## config.mk

```make
export PLATFORM = sky130hd
export DESIGN_NAME = pipe_stage_reg
export DESIGN_NICKNAME = d
export VERILOG_FILES = /design/src/rtl/pipe_pkg.sv /design/src/rtl/pipe_sat_counter.sv /design/src/rtl/pipe_stage_reg.sv
export SDC_FILE = /design/constraint.sdc
export NUM_CORES = 1
export LEC_CHECK = 0
export ABC_CLOCK_PERIOD_IN_PS = 2300
export CAP_MARGIN = 5
export CELL_PAD_IN_SITES_DETAIL_PLACEMENT = 1
export CELL_PAD_IN_SITES_GLOBAL_PLACEMENT = 1
export CORE_ASPECT_RATIO = 1.5
export CORE_MARGIN = 3
export CORE_UTILIZATION = 29
export CTS_CLUSTER_DIAMETER = 150
export DETAILED_ROUTE_END_ITERATION = 10
export PLACE_DENSITY_LB_ADDON = 0.2
export SYNTH_ARGS = -nofsm -noshare
export SYNTH_HDL_FRONTEND = slang
export SYNTH_SLANG_ARGS = --single-unit
```

## constraint.sdc

```tcl
create_clock -name clk -period 2.3 [get_ports clk]
set_input_delay 0.345 -clock clk [delete_from_list [all_inputs] [get_ports clk]]
set_output_delay 0.345 -clock clk [all_outputs]
set_load 0.01 [all_outputs]
```

## src/rtl/pipe_pkg.sv

```systemverilog
// Shared definitions for handshaked pipeline stages: FSM states, default widths
// and the packed ID/EXE bundle layout used by decode (pack) and execute (unpack).
package pipe_pkg;

    typedef enum logic [1:0] {
        EMPTY = 2'd0,
        FULL  = 2'd1,
        SKID  = 2'd2
    } pipe_state_t;

    localparam int PIPE_DATA_W_DEF = 32;
    localparam int PIPE_CNT_W_DEF  = 16;

    // ID/EXE bundle, LSB first: ALU op, register indices, immediate, control flags.
    localparam int IDEX_ALU_OP_LSB = 0;
    localparam int IDEX_ALU_OP_W   = 4;
    localparam int IDEX_RD_LSB     = IDEX_ALU_OP_LSB + IDEX_ALU_OP_W;
    localparam int IDEX_RD_W       = 4;
    localparam int IDEX_RN_LSB     = IDEX_RD_LSB + IDEX_RD_W;
    localparam int IDEX_RN_W       = 4;
    localparam int IDEX_RM_LSB     = IDEX_RN_LSB + IDEX_RN_W;
    localparam int IDEX_RM_W       = 4;
    localparam int IDEX_IMM_LSB    = IDEX_RM_LSB + IDEX_RM_W;
    localparam int IDEX_IMM_W      = 12;
    localparam int IDEX_FLAGS_LSB  = IDEX_IMM_LSB + IDEX_IMM_W;
    localparam int IDEX_FLAGS_W    = 4;
    localparam int IDEX_BUNDLE_W   = IDEX_FLAGS_LSB + IDEX_FLAGS_W;

endpackage

```

## src/rtl/pipe_sat_counter.sv

```systemverilog
// Saturating up-counter; sticks at all-ones until reset.
module pipe_sat_counter #(
    parameter int CNT_W = 16
) (
    input  logic             clk,
    input  logic             rst,
    input  logic             inc,
    output logic [CNT_W-1:0] count
);

    localparam logic [CNT_W-1:0] CNT_MAX = '1;

    always_ff @(posedge clk) begin
        if (rst)
            count <= '0;
        else if (inc && (count != CNT_MAX))
            count <= count + CNT_W'(1);
    end

endmodule

```

## src/rtl/pipe_stage_reg.sv

```systemverilog
// Handshaked pipeline stage register with synchronous flush and stall counter.
// Define PIPE_STAGE_SKID_EN for the two-entry skid buffer with registered in_ready.
module pipe_stage_reg
    import pipe_pkg::*;
#(
    parameter int DATA_W         = PIPE_DATA_W_DEF,
    parameter int CNT_W          = PIPE_CNT_W_DEF,
    parameter int CLEAR_ON_FLUSH = 0
) (
    input  logic              clk,
    input  logic              rst,
    input  logic              flush,
    input  logic              in_valid,
    output logic              in_ready,
    input  logic [DATA_W-1:0] in_data,
    output logic              out_valid,
    input  logic              out_ready,
    output logic [DATA_W-1:0] out_data,
    output logic [CNT_W-1:0]  stall_cnt
);

    logic              in_xfer;
    logic              out_xfer;
    logic              vld_q;
    logic [DATA_W-1:0] main_q;

    assign out_valid = vld_q;
    assign out_data  = main_q;
    assign in_xfer   = in_valid & in_ready;
    assign out_xfer  = vld_q & out_ready;

`ifdef PIPE_STAGE_SKID_EN
    pipe_state_t       state, state_nx;
    logic [DATA_W-1:0] skid_q;
    logic              rdy_q;
    logic              main_ld, main_from_skid, skid_ld;

    assign in_ready = rdy_q;

    always_comb begin
        state_nx       = state;
        main_ld        = 1'b0;
        main_from_skid = 1'b0;
        skid_ld        = 1'b0;
        case (state)
            EMPTY: begin
                if (in_xfer) begin
                    main_ld  = 1'b1;
                    state_nx = FULL;
                end
            end
            FULL: begin
                if (in_xfer && out_xfer) begin
                    main_ld = 1'b1;
                end else if (out_xfer) begin
                    state_nx = EMPTY;
                end else if (in_xfer) begin
                    skid_ld  = 1'b1;
                    state_nx = SKID;
                end
            end
            SKID: begin
                if (out_xfer) begin
                    main_from_skid = 1'b1;
                    state_nx       = FULL;
                end
            end
            default: state_nx = EMPTY;
        endcase
    end

    // valid/ready are kept as their own flops so both outputs are register-driven
    always_ff @(posedge clk) begin
        if (rst) begin
            state  <= EMPTY;
            vld_q  <= 1'b0;
            rdy_q  <= 1'b1;
            main_q <= '0;
            skid_q <= '0;
        end else if (flush) begin
            state <= EMPTY;
            vld_q <= 1'b0;
            rdy_q <= 1'b1;
            if (CLEAR_ON_FLUSH != 0) begin
                main_q <= '0;
                skid_q <= '0;
            end
        end else begin
            state <= state_nx;
            vld_q <= (state_nx != EMPTY);
            rdy_q <= (state_nx != SKID);
            if (main_ld)
                main_q <= in_data;
            else if (main_from_skid)
                main_q <= skid_q;
            if (skid_ld)
                skid_q <= in_data;
        end
    end
`else
    // Single entry: a stalled stage frees up in the same cycle downstream accepts.
    assign in_ready = ~vld_q | out_ready;

    always_ff @(posedge clk) begin
        if (rst) begin
            vld_q  <= 1'b0;
            main_q <= '0;
        end else if (flush) begin
            vld_q <= 1'b0;
            if (CLEAR_ON_FLUSH != 0)
                main_q <= '0;
        end else if (in_xfer) begin
            vld_q  <= 1'b1;
            main_q <= in_data;
        end else if (out_xfer) begin
            vld_q <= 1'b0;
        end
    end
`endif

    pipe_sat_counter #(
        .CNT_W (CNT_W)
    ) u_stall_cnt (
        .clk   (clk),
        .rst   (rst),
        .inc   (vld_q & ~out_ready),
        .count (stall_cnt)
    );

endmodule

```

After elaboration in Yosys (flattened, before gate mapping). Index checks and enable logic that the tools add are counted.

Reductions and logical operators: 4. Multiplexer cells: 2. Divide/modulo/power cells: 0. Add/sub/neg operators: 1. Shifts and indexed selects: 0. Eq/ne operators: 1. Multipliers: 0. Bitwise logic cells: 7. $lt $le $gt $ge: 0.

Operator list (count): 16-bit by 1-bit adder with 16-bit output (second input constant) (1); 16-bit inequality test (second input constant) (1); 1-bit bitwise AND (3); 1-bit NOT (3); 1-bit two-way mux (2); 2-bit AND reduction (1); 2-bit nonzero test (1); 2-bit OR reduction (1); 1-bit logical AND (1); 1-bit bitwise OR (1).

Flip-flop bits (word level): 49. RAM bits: 0. Word-level logic and storage cells: 18. ROM bits: 0. Memories: 0. Latch bits: 0.

Longest topological paths before layout.
Depth after elaboration: 4. Gate-level depth with buffers: 6. Depth with buffers taken out: 5.

Modules after synthesis. Synthesis repeated with hierarchy kept, for this count alone.

Cells, all modules: 244. Area, all modules: 2367.3 sq um.

Modules (own cells, without submodules): pipe_stage_reg (times used 1, sequential area each 660.6 sq um, area an instance 1519.0 sq um, cells an instance 145); pipe_sat_counter (times used 1, sequential area each 320.3 sq um, area an instance 848.3 sq um, cells an instance 99).

Worst setup path after synthesis. No wires, ideal clock.

Path kind: reg2reg. Start: reg u_stall_cnt.count[0]. End: reg u_stall_cnt.count[1]. Cell stages (with the launch flop): 7. Data required time: 2.185 ns. Setup slack: 0.468 ns. Library setup time: 0.115 ns. Arrival: 1.717 ns. Clock period less this slack: 1.832 ns. Cell sequence: dfxtp_1 -> ha_1 -> nand4_1 -> nor4_1 -> clkbuf_1 -> nor3b_1 -> o21ba_2.

Cells in the longest elaborated chain, start to end: 2. Elaborated cells on any way between the ends: 3. Those cells by class: add/sub: 1; eq/ne: 1; reduce/logical: 1.

Ends and longest elaborated chain: start: declaration (RTL line pipe_sat_counter.sv:8) `output logic [CNT_W-1:0] count`; start signal: assignment (RTL line pipe_sat_counter.sv:17) `count <= count + CNT_W'(1);`; branches (longest 2 deep; another with 16-bit by 1-bit adder with 16-bit output).

Several ways; the timed one is not identified. A chain may end at the register's enable or synchronous reset.

Worst setup path after layout.
Start: in out_ready. End: out in_ready.

Cells in the longest elaborated chain, start to end: 1.

Ends and longest elaborated chain: start: declaration (RTL line pipe_stage_reg.sv:17) `input logic out_ready,`; 1-bit bitwise OR (RTL line pipe_stage_reg.sv:102) `assign in_ready = ~vld_q | out_ready;`; end: declaration (RTL line pipe_stage_reg.sv:14) `output logic in_ready,`.

No other way between the ends.

==> flow_metrics.py <==
metrics = {
    "power": {
        "powerDensity_nw_per_um2": 550.5,
        "power_mw": 1.661,
        "p_sw_mw": 0.3894,
        "pwr-share-seq_pct": 53.5,
        "switching_share_pct": 23.44,
        "internal_power_mw": 1.272,
        "combPwrFrac_pct": 12.7,
        "p_clk_share_pct": 33.8,
        "power.leakage_nw": 1.019,
        "peakVddDrop_v": 0.0003226,
    },
    "placed_design": {
        "gp_congestion": 0.7451,
        "hpwlAfterDp_mm": 4.314,
        "placedCellCount": 396,
        "preCtsSetupSlack_ps": 118.8,
        "placement.io_buffers": 86,
        "postPlaceCellArea_um2": 2917,
    },
    "timing": {
        "fin_skew_ps": 6.119,
        "finalSetupViolations": 0,
        "fin_crit_sh_pct": 90.67,
        "tns_ps": 0,
        "layout_setup_ws_ps": 214.6,
        "tightest_slew_ps": 657.6,
        "fmax_mhz": 479.5,
        "rsz0062_at_grt": "false",
        "maxSlewViolCount": 0,
        "finalHoldViolCount": 0,
        "relSlewSlack_pct": 56.16,
        "period_needed_ps": 2085,
        "hold_ws_ps": 456.3,
    },
    "logic_synthesis": {
        "postSynthAreaPerCell_um2": 8.052,
        "ys_ff_latch": 49,
        "yosysWarnings": 0,
        "synth_cells": 241,
        "ys_types": 37,
        "syn_nets": 279,
        "yosysSeqAreaShare_pct": 50.55,
        "yosys.area.top_type": "dfxtp_1",
        "yosysTopAreaCellShare_pct": 50.55,
        "syn_area_um2": 1941,
        "synth.area.top_cells": "dfxtp_1, nand2_1, a21oi_1, clkbuf_1, o31ai_1",
    },
    "critical_path": {
        "crit_required_ps": 1960,
        "startpoint_type": "primary input",
        "critPathMaxFanout": 9,
        "cp.arrival_ps": 1740,
        "crit_path_end_kind": "output port",
        "worstSetupPathType": "in2out",
    },
    "clock_tree": {
        "cts.path.max_buffers": 2,
        "cts_sinks": 49,
        "insertion_delay_ps": 300,
        "cts_hold_buf": 0,
        "htree_levels": 2,
        "cts_buffers": 5,
        "clk_pin_slew_worst_paths_ps": 80,
        "cts_resized": 0,
        "cts_setup_buffers": 0,
        "cts_tree": "built",
        "cts.root.buffer_cell": "clkbuf_8",
    },
    "final_layout": {
        "syn2layout_area_growth_pct": 55.51,
        "num_antenna_cells": 0,
        "fin_cells": 404,
        "fill_cells": 765,
        "final_nets": 367,
        "finish.utilization_pct": 47.86,
        "design_area_um2": 3018,
        "drive_above_1_share_pct": 6.667,
    },
    "status": {
        "status": "finished clean",
    },
    "die": {
        "core_region_area_um2": 6306,
        "die_area_um2": 7730,
        "io_pins": 87,
        "rows": 35,
        "die_h_um": 106.2,
        "start_util_pct": 30.77,
        "dieWidth_um": 72.79,
    },
    "drt": {
        "ant_nets": 0,
        "drc": 0,
        "routedWlPerCell_um": 14.51,
        "drt_iter0_drc": 48,
        "viasPerCell": 5.010,
        "drt-total-wl_mm": 5.862,
        "drt_first_pass_iters": 2,
        "dr_total_vias": 2024,
    },
    "grt": {
        "use_met1_pct": 17.03,
        "grt_usage_pct": 15.50,
        "antenna_found_initial": 0,
        "gr-total-overflow": 0,
        "use_met3_pct": 3.879,
        "top_usage_layer": "met2",
        "grt_util_met2_pct": 28.23,
        "grt_max_degree": 35,
        "grt_pass1_vias": 2051,
        "grt_first_pass_wirelength_mm": 9.611,
    },
    "worst_hold_path": {
        "worstHoldPathType": "reg2reg",
    },
    "run": {
        "cap_violations": 0,
    },
}
synthesized netlist by cell type:
master,instances
clkinv_1,1
a31o_2,1
nand2_1,71
a31oi_1,1
nor2_1,5
and2b_1,1
nor4_1,2
a311oi_1,2
buf_2,1
nand3_1,2
nor3b_1,2
o31ai_1,5
o21a_1,1
or4_1,5
a211oi_1,1
inv_1,3
nor2b_1,1
o21ba_2,1
nand3_2,1
mux2i_1,1
o21ai_0,4
or3b_1,1
or2_2,1
or3_1,4
ha_1,1
and4b_1,1
clkbuf_1,12
nand4_1,3
a21oi_1,43
dfxtp_1,49
o311a_1,1
and4_1,1
and3_1,1
nor3_1,7
o41ai_1,1
nand3b_1,1
and2_1,2
final timing paths:
kind | start | end | slack (ps) | cells past startpoint
max | out_ready | in_ready | 210 | 4
min | out_data[23] | out_data[23] | 460 | 2
max reg2reg | u_stall_cnt.count[0] | u_stall_cnt.count[1] | 450 | 6
min reg2reg | out_data[23] | out_data[23] | 460 | 2
logic make-up (layout without fill, tap and decap cells):
kind of cell | count (synthesis) | count (layout) | share of synthesized area (%)
flip-flops | 49 | 49 | 50.55
multiplexers | 1 | 1 | 0.5158
buffers and inverters | 17 | 106 | 3.352
AO/OA/AOI/OAI | 61 | 61 | 17.99
adder cells (fa/ha/maj) | 1 | 1 | 0.6446
AND/OR/NAND/NOR | 112 | 112 | 26.95
layout by cell type (no fill, tap or decap), types with 2 or more instances in the layout:
cell type and instances:
clkdlybuf4s50_1 85, nand2_1 71, dfxtp_1 49, a21oi_1 43, nor3_1 7, clkbuf_8 7, buf_4 7, o31ai_1 5
nor2_1 5, or4_1 5, or3_1 4, o21ai_0 4, nand4_1 3, inv_1 3, a311oi_1 2, nand3_1 2
nor4_1 2, and2_1 2
sequential cells by signal, summed over array words and instances (netlist names):
signal,count
out_data,32
u_stall_cnt.count,16
out_valid,1
metal layers:
layer  share of wire (%)  up-vias
li1                    -     1004
met1                  39      963
met2                  53       48
met3                 5.5        9
met4                 2.1        0
met5                   0        -
layout make-up:
type                       count  area, µm²  area share (%)
multi-input combinational    175      899.6           29.81
timing repair buffer          94      928.4           30.76
inverter                       4      15.01          0.4975
sequential                    49      980.9           32.50
clock buffer                   7      96.34           3.192
tap                           74      92.59           3.068
clock inverter                 1      5.005          0.1658
power by group through the flow:
stage          Sequential [mW]  Combinational, mW  Clock (mW)
6_report                 0.889              0.212       0.561
5_1_grt                  0.893              0.233       0.614
4_1_cts                  0.890              0.217       0.585
3_5_place_dp             0.909              0.216           0
3_3_place_gp             0.908              0.212           0
2_1_floorplan            0.921             0.0595           0
worst max-delay path: stages:
cell             delay, ps
clkdlybuf4s50_1        410
and2b_1                220
clkinv_1               210
clkdlybuf4s50_1        550
Note: power is estimated with default switching activity, not from simulation.
